## src/rtl/ifetch_unit.sv

```systemverilog
// ifetch_unit: PC register, single-outstanding ibus fetch, instruction FIFO
// Optional: define IFETCH_MISALIGN_EN for misaligned-redirect entries
module ifetch_unit #(
   parameter logic [63:0] RESET_PC   = 64'h0000_0000_8000_0000,
   parameter int          FIFO_DEPTH = 2
) (
   input  logic        clk,
   input  logic        reset,
   input  logic        redirect_valid,
   input  logic [63:0] redirect_pc,
   output logic        ireq_valid,
   output logic [63:0] ireq_addr,
   input  logic        iresp_addr_ok,
   input  logic        iresp_data_ok,
   input  logic [31:0] iresp_data,
   output logic        inst_valid,
   input  logic        inst_ready,
   output logic [31:0] inst,
`ifdef IFETCH_MISALIGN_EN
   output logic        inst_misalign,
`endif
   output logic [63:0] inst_pc
);

   localparam int AW = (FIFO_DEPTH > 1) ? $clog2(FIFO_DEPTH) : 1;
   localparam int CW = AW + 1;
   localparam logic [CW-1:0] DEPTH_C = CW'(FIFO_DEPTH);

`ifdef IFETCH_MISALIGN_EN
   localparam logic [63:0] RST_PC = RESET_PC;
`else
   localparam logic [63:0] RST_PC = {RESET_PC[63:2], 2'b00};
`endif

   typedef enum logic [2:0] {
      S_IDLE,
      S_REQ,
      S_WAIT,
      S_REQ_DROP,
      S_WAIT_DROP
   } state_t;

   state_t        r_state;
   logic [63:0]   r_pc;
   logic [63:0]   r_req_addr;
   logic          r_ireq_valid;
   logic          r_park;

   logic [31:0]   r_fifo_inst [FIFO_DEPTH];
   logic [63:0]   r_fifo_pc   [FIFO_DEPTH];
`ifdef IFETCH_MISALIGN_EN
   logic          r_fifo_mis  [FIFO_DEPTH];
`endif
   logic [AW-1:0] r_wptr;
   logic [AW-1:0] r_rptr;
   logic [CW-1:0] r_count;

   logic          w_acc;
   logic          w_wait;
   logic          w_done;
   logic          w_drop;
   logic          w_push;
   logic          w_pop;
   logic          w_mis_redir;
   logic [63:0]   w_redir_pc;
   logic [63:0]   w_pc_seq;
   logic [CW-1:0] w_cnt_nx;
   state_t        w_state_nx;
   logic [63:0]   w_pc_nx;
   logic [63:0]   w_req_nx;
   logic          w_park_nx;

`ifdef IFETCH_MISALIGN_EN
   assign w_redir_pc  = redirect_pc;
   assign w_mis_redir = redirect_valid && (redirect_pc[1:0] != 2'b00);
`else
   logic w_unused;
   assign w_unused    = ^redirect_pc[1:0];
   assign w_redir_pc  = {redirect_pc[63:2], 2'b00};
   assign w_mis_redir = 1'b0;
`endif

   assign w_acc  = ((r_state == S_REQ) || (r_state == S_REQ_DROP))
                   && iresp_addr_ok;
   assign w_wait = (r_state == S_WAIT) || (r_state == S_WAIT_DROP);
   assign w_done = (w_wait || w_acc) && iresp_data_ok;
   assign w_drop = (r_state == S_REQ_DROP) || (r_state == S_WAIT_DROP);
   assign w_push = w_done && !w_drop && !redirect_valid;
   assign w_pop  = (r_count != '0) && inst_ready && !redirect_valid;
   assign w_pc_seq = r_req_addr + 64'd4;

   // occupancy after this cycle's push/pop (redirect handled separately)
   always_comb begin
      w_cnt_nx = r_count;
      unique case ({w_push, w_pop})
         2'b10:   w_cnt_nx = r_count + CW'(1);
         2'b01:   w_cnt_nx = r_count - CW'(1);
         default: w_cnt_nx = r_count;
      endcase
   end

   // next fetch state, PC and request address
   always_comb begin
      w_state_nx = r_state;
      w_pc_nx    = r_pc;
      w_req_nx   = r_req_addr;
      w_park_nx  = r_park;
      if (redirect_valid) begin
         w_pc_nx   = w_redir_pc;
         w_park_nx = w_mis_redir;
         if (w_done || (r_state == S_IDLE)) begin
            w_state_nx = w_mis_redir ? S_IDLE : S_REQ;
            if (!w_mis_redir) begin
               w_req_nx = w_redir_pc;
            end
         end else if (w_acc || w_wait) begin
            w_state_nx = S_WAIT_DROP;
         end else begin
            w_state_nx = S_REQ_DROP;
         end
      end else begin
         unique case (r_state)
            S_IDLE: begin
               if (!r_park && (r_count < DEPTH_C)) begin
                  w_state_nx = S_REQ;
                  w_req_nx   = r_pc;
               end
            end
            S_REQ, S_WAIT: begin
               if (w_done) begin
                  w_pc_nx    = w_pc_seq;
                  w_req_nx   = w_pc_seq;
                  w_state_nx = (w_cnt_nx < DEPTH_C) ? S_REQ : S_IDLE;
               end else if (w_acc) begin
                  w_state_nx = S_WAIT;
               end
            end
            S_REQ_DROP, S_WAIT_DROP: begin
               if (w_done) begin
                  if (r_park) begin
                     w_state_nx = S_IDLE;
                  end else begin
                     w_state_nx = S_REQ;
                     w_req_nx   = r_pc;
                  end
               end else if (w_acc) begin
                  w_state_nx = S_WAIT_DROP;
               end
            end
            default: w_state_nx = S_IDLE;
         endcase
      end
   end

   // fetch FSM with registered request outputs
   always_ff @(posedge clk or negedge reset) begin
      if (!reset) begin
         r_state      <= S_IDLE;
         r_pc         <= RST_PC;
         r_req_addr   <= RST_PC;
         r_ireq_valid <= 1'b0;
         r_park       <= 1'b0;
      end else begin
         r_state      <= w_state_nx;
         r_pc         <= w_pc_nx;
         r_req_addr   <= w_req_nx;
         r_park       <= w_park_nx;
         r_ireq_valid <= (w_state_nx == S_REQ)
                         || (w_state_nx == S_REQ_DROP);
      end
   end

   // instruction buffer; redirect flushes and cancels push/pop
   always_ff @(posedge clk or negedge reset) begin
      if (!reset) begin
         for (int i = 0; i < FIFO_DEPTH; i++) begin
            r_fifo_inst[i] <= '0;
            r_fifo_pc[i]   <= '0;
`ifdef IFETCH_MISALIGN_EN
            r_fifo_mis[i]  <= 1'b0;
`endif
         end
         r_wptr  <= '0;
         r_rptr  <= '0;
         r_count <= '0;
      end else if (redirect_valid) begin
         r_rptr <= '0;
         if (w_mis_redir) begin
            r_fifo_inst[0] <= 32'h0000_0013;
            r_fifo_pc[0]   <= redirect_pc;
`ifdef IFETCH_MISALIGN_EN
            r_fifo_mis[0]  <= 1'b1;
`endif
            r_wptr  <= AW'(1);
            r_count <= CW'(1);
         end else begin
            r_wptr  <= '0;
            r_count <= '0;
         end
      end else begin
         if (w_push) begin
            r_fifo_inst[r_wptr] <= iresp_data;
            r_fifo_pc[r_wptr]   <= r_req_addr;
`ifdef IFETCH_MISALIGN_EN
            r_fifo_mis[r_wptr]  <= 1'b0;
`endif
            r_wptr <= r_wptr + AW'(1);
         end
         if (w_pop) begin
            r_rptr <= r_rptr + AW'(1);
         end
         r_count <= w_cnt_nx;
      end
   end

   assign ireq_valid = r_ireq_valid;
   assign ireq_addr  = r_req_addr;
   assign inst_valid = (r_count != '0);
   assign inst       = r_fifo_inst[r_rptr];
   assign inst_pc    = r_fifo_pc[r_rptr];
`ifdef IFETCH_MISALIGN_EN
   assign inst_misalign = r_fifo_mis[r_rptr];
`endif

endmodule

```

## config.mk

```make
export PLATFORM = sky130hd
export DESIGN_NAME = ifetch_unit
export DESIGN_NICKNAME = d
export VERILOG_FILES = /design/src/rtl/ifetch_unit.sv
export SDC_FILE = /design/constraint.sdc
export NUM_CORES = 1
export LEC_CHECK = 0
export CAP_MARGIN = 10
export CELL_PAD_IN_SITES_DETAIL_PLACEMENT = 0
export CELL_PAD_IN_SITES_GLOBAL_PLACEMENT = 1
export CORE_AREA = 4 4 141 278
export CTS_CLUSTER_SIZE = 16
export DETAILED_ROUTE_END_ITERATION = 10
export DIE_AREA = 0 0 145 282
export GPL_TIMING_DRIVEN = 0
export PLACE_DENSITY = 0.87
export SLEW_MARGIN = 5
export SYNTH_ARGS = -nofsm -noshare
export SYNTH_HDL_FRONTEND = slang
export SYNTH_SLANG_ARGS = --single-unit
```

## constraint.sdc

```tcl
create_clock -name clk -period 4.7 [get_ports clk]
set_input_delay 1.175 -clock clk [delete_from_list [all_inputs] [get_ports clk]]
set_output_delay 1.175 -clock clk [all_outputs]
set_load 0.02 [all_outputs]
```

* Word-level counts from Yosys, hierarchy flattened *
Index checks and enable logic that the tools add are counted.
Widths: inputs -> output; s select.

operators by class
  add/subtract/negate cells = 5
  magnitude comparators = 5
  eq/ne operators = 12
  mux-type cells = 36
  bitwise logic cells = 3
  reduce and logical (&&, ||, !) cells = 27

operator list
  cell                   count
  $mux 64                11
  $pmux 64 s3            1
  $bwmux 128             1
  $mux 32                4
  $add 64x3->64 const B  1
  $bwmux 64              1
  $demux 64 s1           1
  $demux 32 s1           1
  $mux 3                 8
  $reduce_bool 2->1      5
  $eq 3x2->1 const B     3
  $pmux 3 s3             1
  $logic_and 1x1->1      7
  $eq 3x1->1 const B     2
  $logic_or 1x1->1       6
  $ne 3x3->1 const B     2
  $mux 1                 5
  $reduce_and 5->1       1
  $ge 2x2->1 const B     2
  $lt 2x2->1 const B     2
  $not 1->2              2
  $pmux 2 s2             1
  $reduce_and 2->1       2
  $reduce_bool 4->1      1
  other kinds (14)       17

word-level totals
  register bits = 328
  bits of input ports = 102
  output and inout port bits = 162
  word-level logic and storage cells = 99

* Longest topological paths before layout *
  depth in word-level cells = 16
  mapped depth = 15

* Least setup slack after synthesis *
OpenSTA, ideal clock, no wires.

  path type = input -> register
  start point = input port iresp_addr_ok
  end point = register r_ireq_valid, in the netlist ireq_valid
  data arrival time = 3.310 ns
  required time = 4.553 ns
  path slack = 1.243 ns
  cell stages on the path = 14
  buffers on the path = 3
  cell sequence = nand3b_1 a21o_1 clkbuf_1 nor2_1 inv_1 clkbuf_1 clkbuf_1 ha_1 xnor2_1 nor2_1 xnor2_1 maj3_1 nand2_1 a221oi_1

between the ends
  cells in the longest elaborated chain, start to end = 14
  elaborated cells between the ends (all ways) = 22
  those cells by class = 1 x order compare; 4 x eq/ne; 10 x mux; 7 x reduce/logical

ends and longest elaborated chain
  item                                             line      source
  from (decl)                                      13        input logic iresp_addr_ok,
  $logic_and 1x1->1 *                              84        && iresp_addr_ok;
  $logic_or 1x1->1                                 86, 116
  $logic_and 1x1->1                                86        assign w_done = (w_wait || w_acc) && iresp_data_ok;
  $logic_and 1x1->1 (2 in series)                  88        assign w_push = w_done && !w_drop && !redirect_valid;
  $eq 2x1->1 / $eq 2x2->1 (equally long branches)  95        unique case ({w_push, w_pop})
  $pmux 2 s2                                       95
  $lt 2x2->1                                       133       w_state_nx = (w_cnt_nx < DEPTH_C) ? S_REQ : S_IDLE;
  $mux 1                                           133
  $mux 3                                           130       if (w_done) begin
  $pmux 3 s3                                       122       unique case (r_state)
  $mux 3 *                                         108       if (redirect_valid) begin
  $eq 3x1->1 / $eq 3x2->1 (equally long branches)  168, 169
  $logic_or 1x1->1 *                               169       || (w_state_nx == S_REQ_DROP);
  to (signal assigned)                             168       r_ireq_valid <= (w_state_nx == S_REQ)
  to (decl)                                        46        logic r_ireq_valid;

Every way passes the cells marked *; elsewhere a longest branch is shown, timed or not.
A chain may end at the register's enable or synchronous reset.

* Worst setup path after layout *
  start point = input port iresp_data_ok
  end point = register r_ireq_valid, in the netlist ireq_valid

between the ends
  cells in the longest elaborated chain, start to end = 12
  elaborated cells between the ends (all ways) = 17
  those cells by class = 1 x order compare; 4 x eq/ne; 7 x mux; 5 x reduce/logical

ends and longest elaborated chain
  item                                             line      source
  from (decl)                                      14        input logic iresp_data_ok,
  $logic_and 1x1->1 *                              86
  $logic_and 1x1->1 (2 in series)                  88
  $eq 2x1->1 / $eq 2x2->1 (equally long branches)  95
  $pmux 2 s2                                       95
  $lt 2x2->1                                       133
  $mux 1                                           133
  $mux 3                                           130
  $pmux 3 s3                                       122
  $mux 3 *                                         108
  $eq 3x1->1 / $eq 3x2->1 (equally long branches)  168, 169
  $logic_or 1x1->1 *                               169

Marked as above.

==> summary.txt <==
Status
  • Outcome: finished clean

Drt
  • Post-DRT Antenna Nets: 0
  • Avg WL per Cell: 26.40 um
  • Vias per std cell: 6.151
  • DRC: 0
  • TritonRoute pass-1 iters: 6
  • DRT Wirelength: 61.49 mm
  • Via count of the routed design: 14.33k
  • Initial DRC count: 1,097

Setup path
  • CP arrival: 4960 ps
  • CP endpoint kind: flip-flop
  • Crit path max-delay family: buffers and inverters
  • Worst Path Buf+Inv: 4
  • Reg2reg setup slack: 710 ps
  • Worst Path Max Fanout: 14
  • Slowest cell on the critical path: clkdlybuf4s50_1
  • CP max stage delay: 660 ps
  • Type of the worst setup path: input pin to flip-flop
  • CP cell instances: clkdlybuf4s50_1 > nand2b_1 > a21o_1 > clkbuf_1 > nor2_2 > clkinvlp_4 > clkbuf_1 > ha_1 > xnor2_1 > nor2_1 > xnor2_1 > maj3_1 > nand2_1 > a221oi_1
  • Startpoint types: input pin
  • Data required, critical path: 5200 ps

Yosys
  • Netlist cell types: approximately 70
  • Proportion of netlist area held by the largest area contributor: 48.48%
  • Post-synth EDFFs: 0
  • Top cells by count, synth: dfrtp_1, mux2_2, o21ai_0
  • Post-Synthesis Cell Area: approximately 17,000 sq um
  • Top cells by area, synth: dfrtp_1, mux2_2, o21ai_0, nand2_1, clkbuf_1
  • Cells after Synth: 1,551
  • Syn avg cell area: 10.85 sq um
  • Synth Warn #: 0
  • Dominant cell by count in the synthesized netlist: dfrtp_1
  • Predominant post-synthesis flop cell: dfrtp_1
  • Yosys reg bits: 328
  • Sequential element share of the synthesized area: 48.79%
  • Dominant cell type by area after synthesis: dfrtp_1
  • Net Count, Synth: 1,656
  • Ys async rst share: 100.0%

Placed design
  • Port Buf Inserts: 261
  • Final Wtd Congestion: just under 1
  • Placed cell areas: 20,100 sq um
  • Dpl hpwl: around 45 mm

STA
  • Slew HR: a little over a quarter
  • Final Max Slew Viols: 0
  • Max Fclk: about 220 MHz
  • Final hold vios: 0
  • Fin crit period: 4463 ps
  • Clock skew: 30.44 ps
  • Hold WS: 475.8 ps
  • Tcrit/Tclk final: 94.95%
  • Final setup TNS: 0 ps
  • RSZ-0062 raised after global routing: no
  • Pin slew with the least headroom to its limit: 1099 ps
  • Count of endpoints failing setup in the final report: 0

Power
  • P_leak: 8.804 nW
  • Worst vdd ir: between 300 and 400 uV
  • PD cells: 651.2 nW/um^2

Global route
  • Total grt overflow: 0
  • Initial antenna violation count: 0
  • Total track usage: ~29%
  • First-pass GRT wire length: 90.94 mm
  • Largest net degree at the start of global routing: around 110
  • Number of global-route vias before repair: 14.88k

Flow run
  • Maxcap violations: 0

Clock network
  • Number of buffers created by CTS: 30
  • Clk_lat worst skew: a little over 600 ps
  • Clock tree buffer depth: 3
  • Post-CTS Repair Setup Buffers: 0
  • TritonCTS clock tree: yes
  • Clock transition at the registers of the reported paths: approximately 80 ps
  • Root buf cell: clkbuf_16
  • Clock sink count: between 300 and 400
  • H-tree levels: 1
  • Hold-fix buffers, CTS: 0

Cells and area
  • Final net count: 1,951
  • N_diodes: 0
  • Layout cell share with drive strength beyond 1: 21.98%
  • Syn-to-layout area delta: 26.14%
  • Fillers: 3,218
  • Final Cell Area: roughly 21,000 sq um

Floorplanning
  • Core Area: 37,160 sq um
  • Die height: 282 um
  • # IOs: between 200 and 300
  • Chip width: 145 um
  • Die area: slightly above 40,000 sq um
  • Core Rows: 100
  • Starting density of the core: 45.29%

Worst hold path
  • Hold Crit Class: input pin to asynchronous set/reset pin
-- registers in the layout (all words and copies together) (netlist names) --
name and count:
r_fifo_pc 128, ireq_addr 64, r_fifo_inst 64, r_pc 64, r_state 3, r_count 2, ireq_valid 1, r_rptr 1
r_wptr 1
-- layer usage --
layer  share of wire [%]  global-route usage (%)  wire length (um)
met5                   0                       0                 0
met4                 8.1                   20.29              4970
met3                 5.8                   4.342              3587
met2                  51                   52.44             31550
met1                  35                   31.13             21390
-- cell families after synthesis --
kind of cell	share of synthesized area, %
DFF	48.79
muxes	19.81
adders and majority gates	0.2826
xor gates and xnor gates	2.706
AOI/OAI and AO/OA	13.23
buffers and inverters	4.052
and+or+nand+nor	11.14
-- power by group --
group / switching, W / internal, W
clock: 0.00117 / 0.00163
sequential: 0.000811 / 0.00383
combinational: 0.00360 / 0.00279
-- worst reg2reg max path, delay by kind of cell (launching register included) --
| family | cells | cell delay (ps) |
|---|---|---|
| AND/OR/NAND/NOR | 4 | 770 |
| AO/OA/AOI/OAI | 2 | 520 |
| buffers and inverters | 4 | 1380 |
| adder cells (fa/ha/maj) | 2 | 550 |
| flip-flops | 1 | 370 |
| XOR/XNOR | 2 | 290 |
-- stage by stage --
stage	power, W	util, %	cells	worst slack [ps]
2_1_floorplan	0.008074	-	1551	1243
3_3_place_gp	0.01083	53.86	2271	-11670
3_5_place_dp	0.01098	54.10	2274	-643.3
4_1_cts	0.01380	57.10	2329	224.0
5_1_grt	0.01441	57.12	2329	57.10
6_report	0.01382	57.12	2329	237.4
-- what timing repair did --
item                       in CTS  in global routing
hold endpoints to repair        0                  0
resized for setup               1                  3
setup endpoints to repair       2                  1
-- layout make-up --
class                           instances  area [sq um]  share of cell area (%)
Multi-Input combinational cell       1061          7941                   37.41
Inverter                               23         90.09                  0.4244
Tap cell                              459         574.3                   2.705
Clock inverter                         20         305.3                   1.438
Sequential cell                       328          8210                   38.68
Timing Repair Buffer                  264          2700                   12.72
Clock buffer                           36         813.3                   3.831
Buffer                                138         593.1                   2.794
-- final timing paths --
check / start / to / cells past startpoint
setup / recovery: iresp_data_ok / ireq_valid$_DFF_PN0_ / 14
hold / removal: reset / r_fifo_inst[18]$_DFFE_PN0P_ / 1
setup reg to reg: r_state[1]$_DFF_PN0_ / ireq_valid$_DFF_PN0_ / 14
hold reg to reg: r_fifo_pc[22]$_DFFE_PN0P_ / r_fifo_pc[22]$_DFFE_PN0P_ / 1
max in group asynchronous: reset / ireq_addr[54]$_DFFE_PN0P_ / 3
min in group clk: r_fifo_pc[22]$_DFFE_PN0P_ / r_fifo_pc[22]$_DFFE_PN0P_ / 1
-- placed cells by master, fill, tap and decap left out, types with 8 or more instances in the layout --
| cell type | Yosys | final |
|---|---|---|
| a22o_1 | 23 | 23 |
| o22ai_1 | 11 | 11 |
| buf_2 | 28 | 28 |
| o31a_1 | 13 | 13 |
| a31oi_1 | 12 | 12 |
| nor4_1 | 17 | 17 |
| nor3_1 | 21 | 21 |
| clkbuf_1 | 96 | 96 |
| buf_4 | 10 | 10 |
| clkbuf_16 | 0 | 30 |
| nand4_1 | 18 | 18 |
| or3_1 | 8 | 8 |
| nand2_1 | 102 | 102 |
| xor2_1 | 17 | 17 |
| clkdlybuf4s50_1 | 0 | 260 |
| xnor2_1 | 35 | 35 |
| o2bb2ai_1 | 10 | 10 |
| o21ai_0 | 121 | 121 |
| mux2i_1 | 9 | 9 |
| and4_1 | 8 | 8 |
| and3_1 | 24 | 24 |
| a221oi_1 | 10 | 10 |
| dfrtp_1 | 326 | 326 |
| nor2_1 | 80 | 78 |
| a21oi_1 | 62 | 62 |
| a22oi_1 | 25 | 25 |
| clkinv_2 | 0 | 8 |
| o211ai_1 | 9 | 9 |
| nand3_1 | 36 | 36 |
| mux2_2 | 288 | 288 |
| inv_1 | 23 | 22 |
Power figures use the tool's default switching activity.
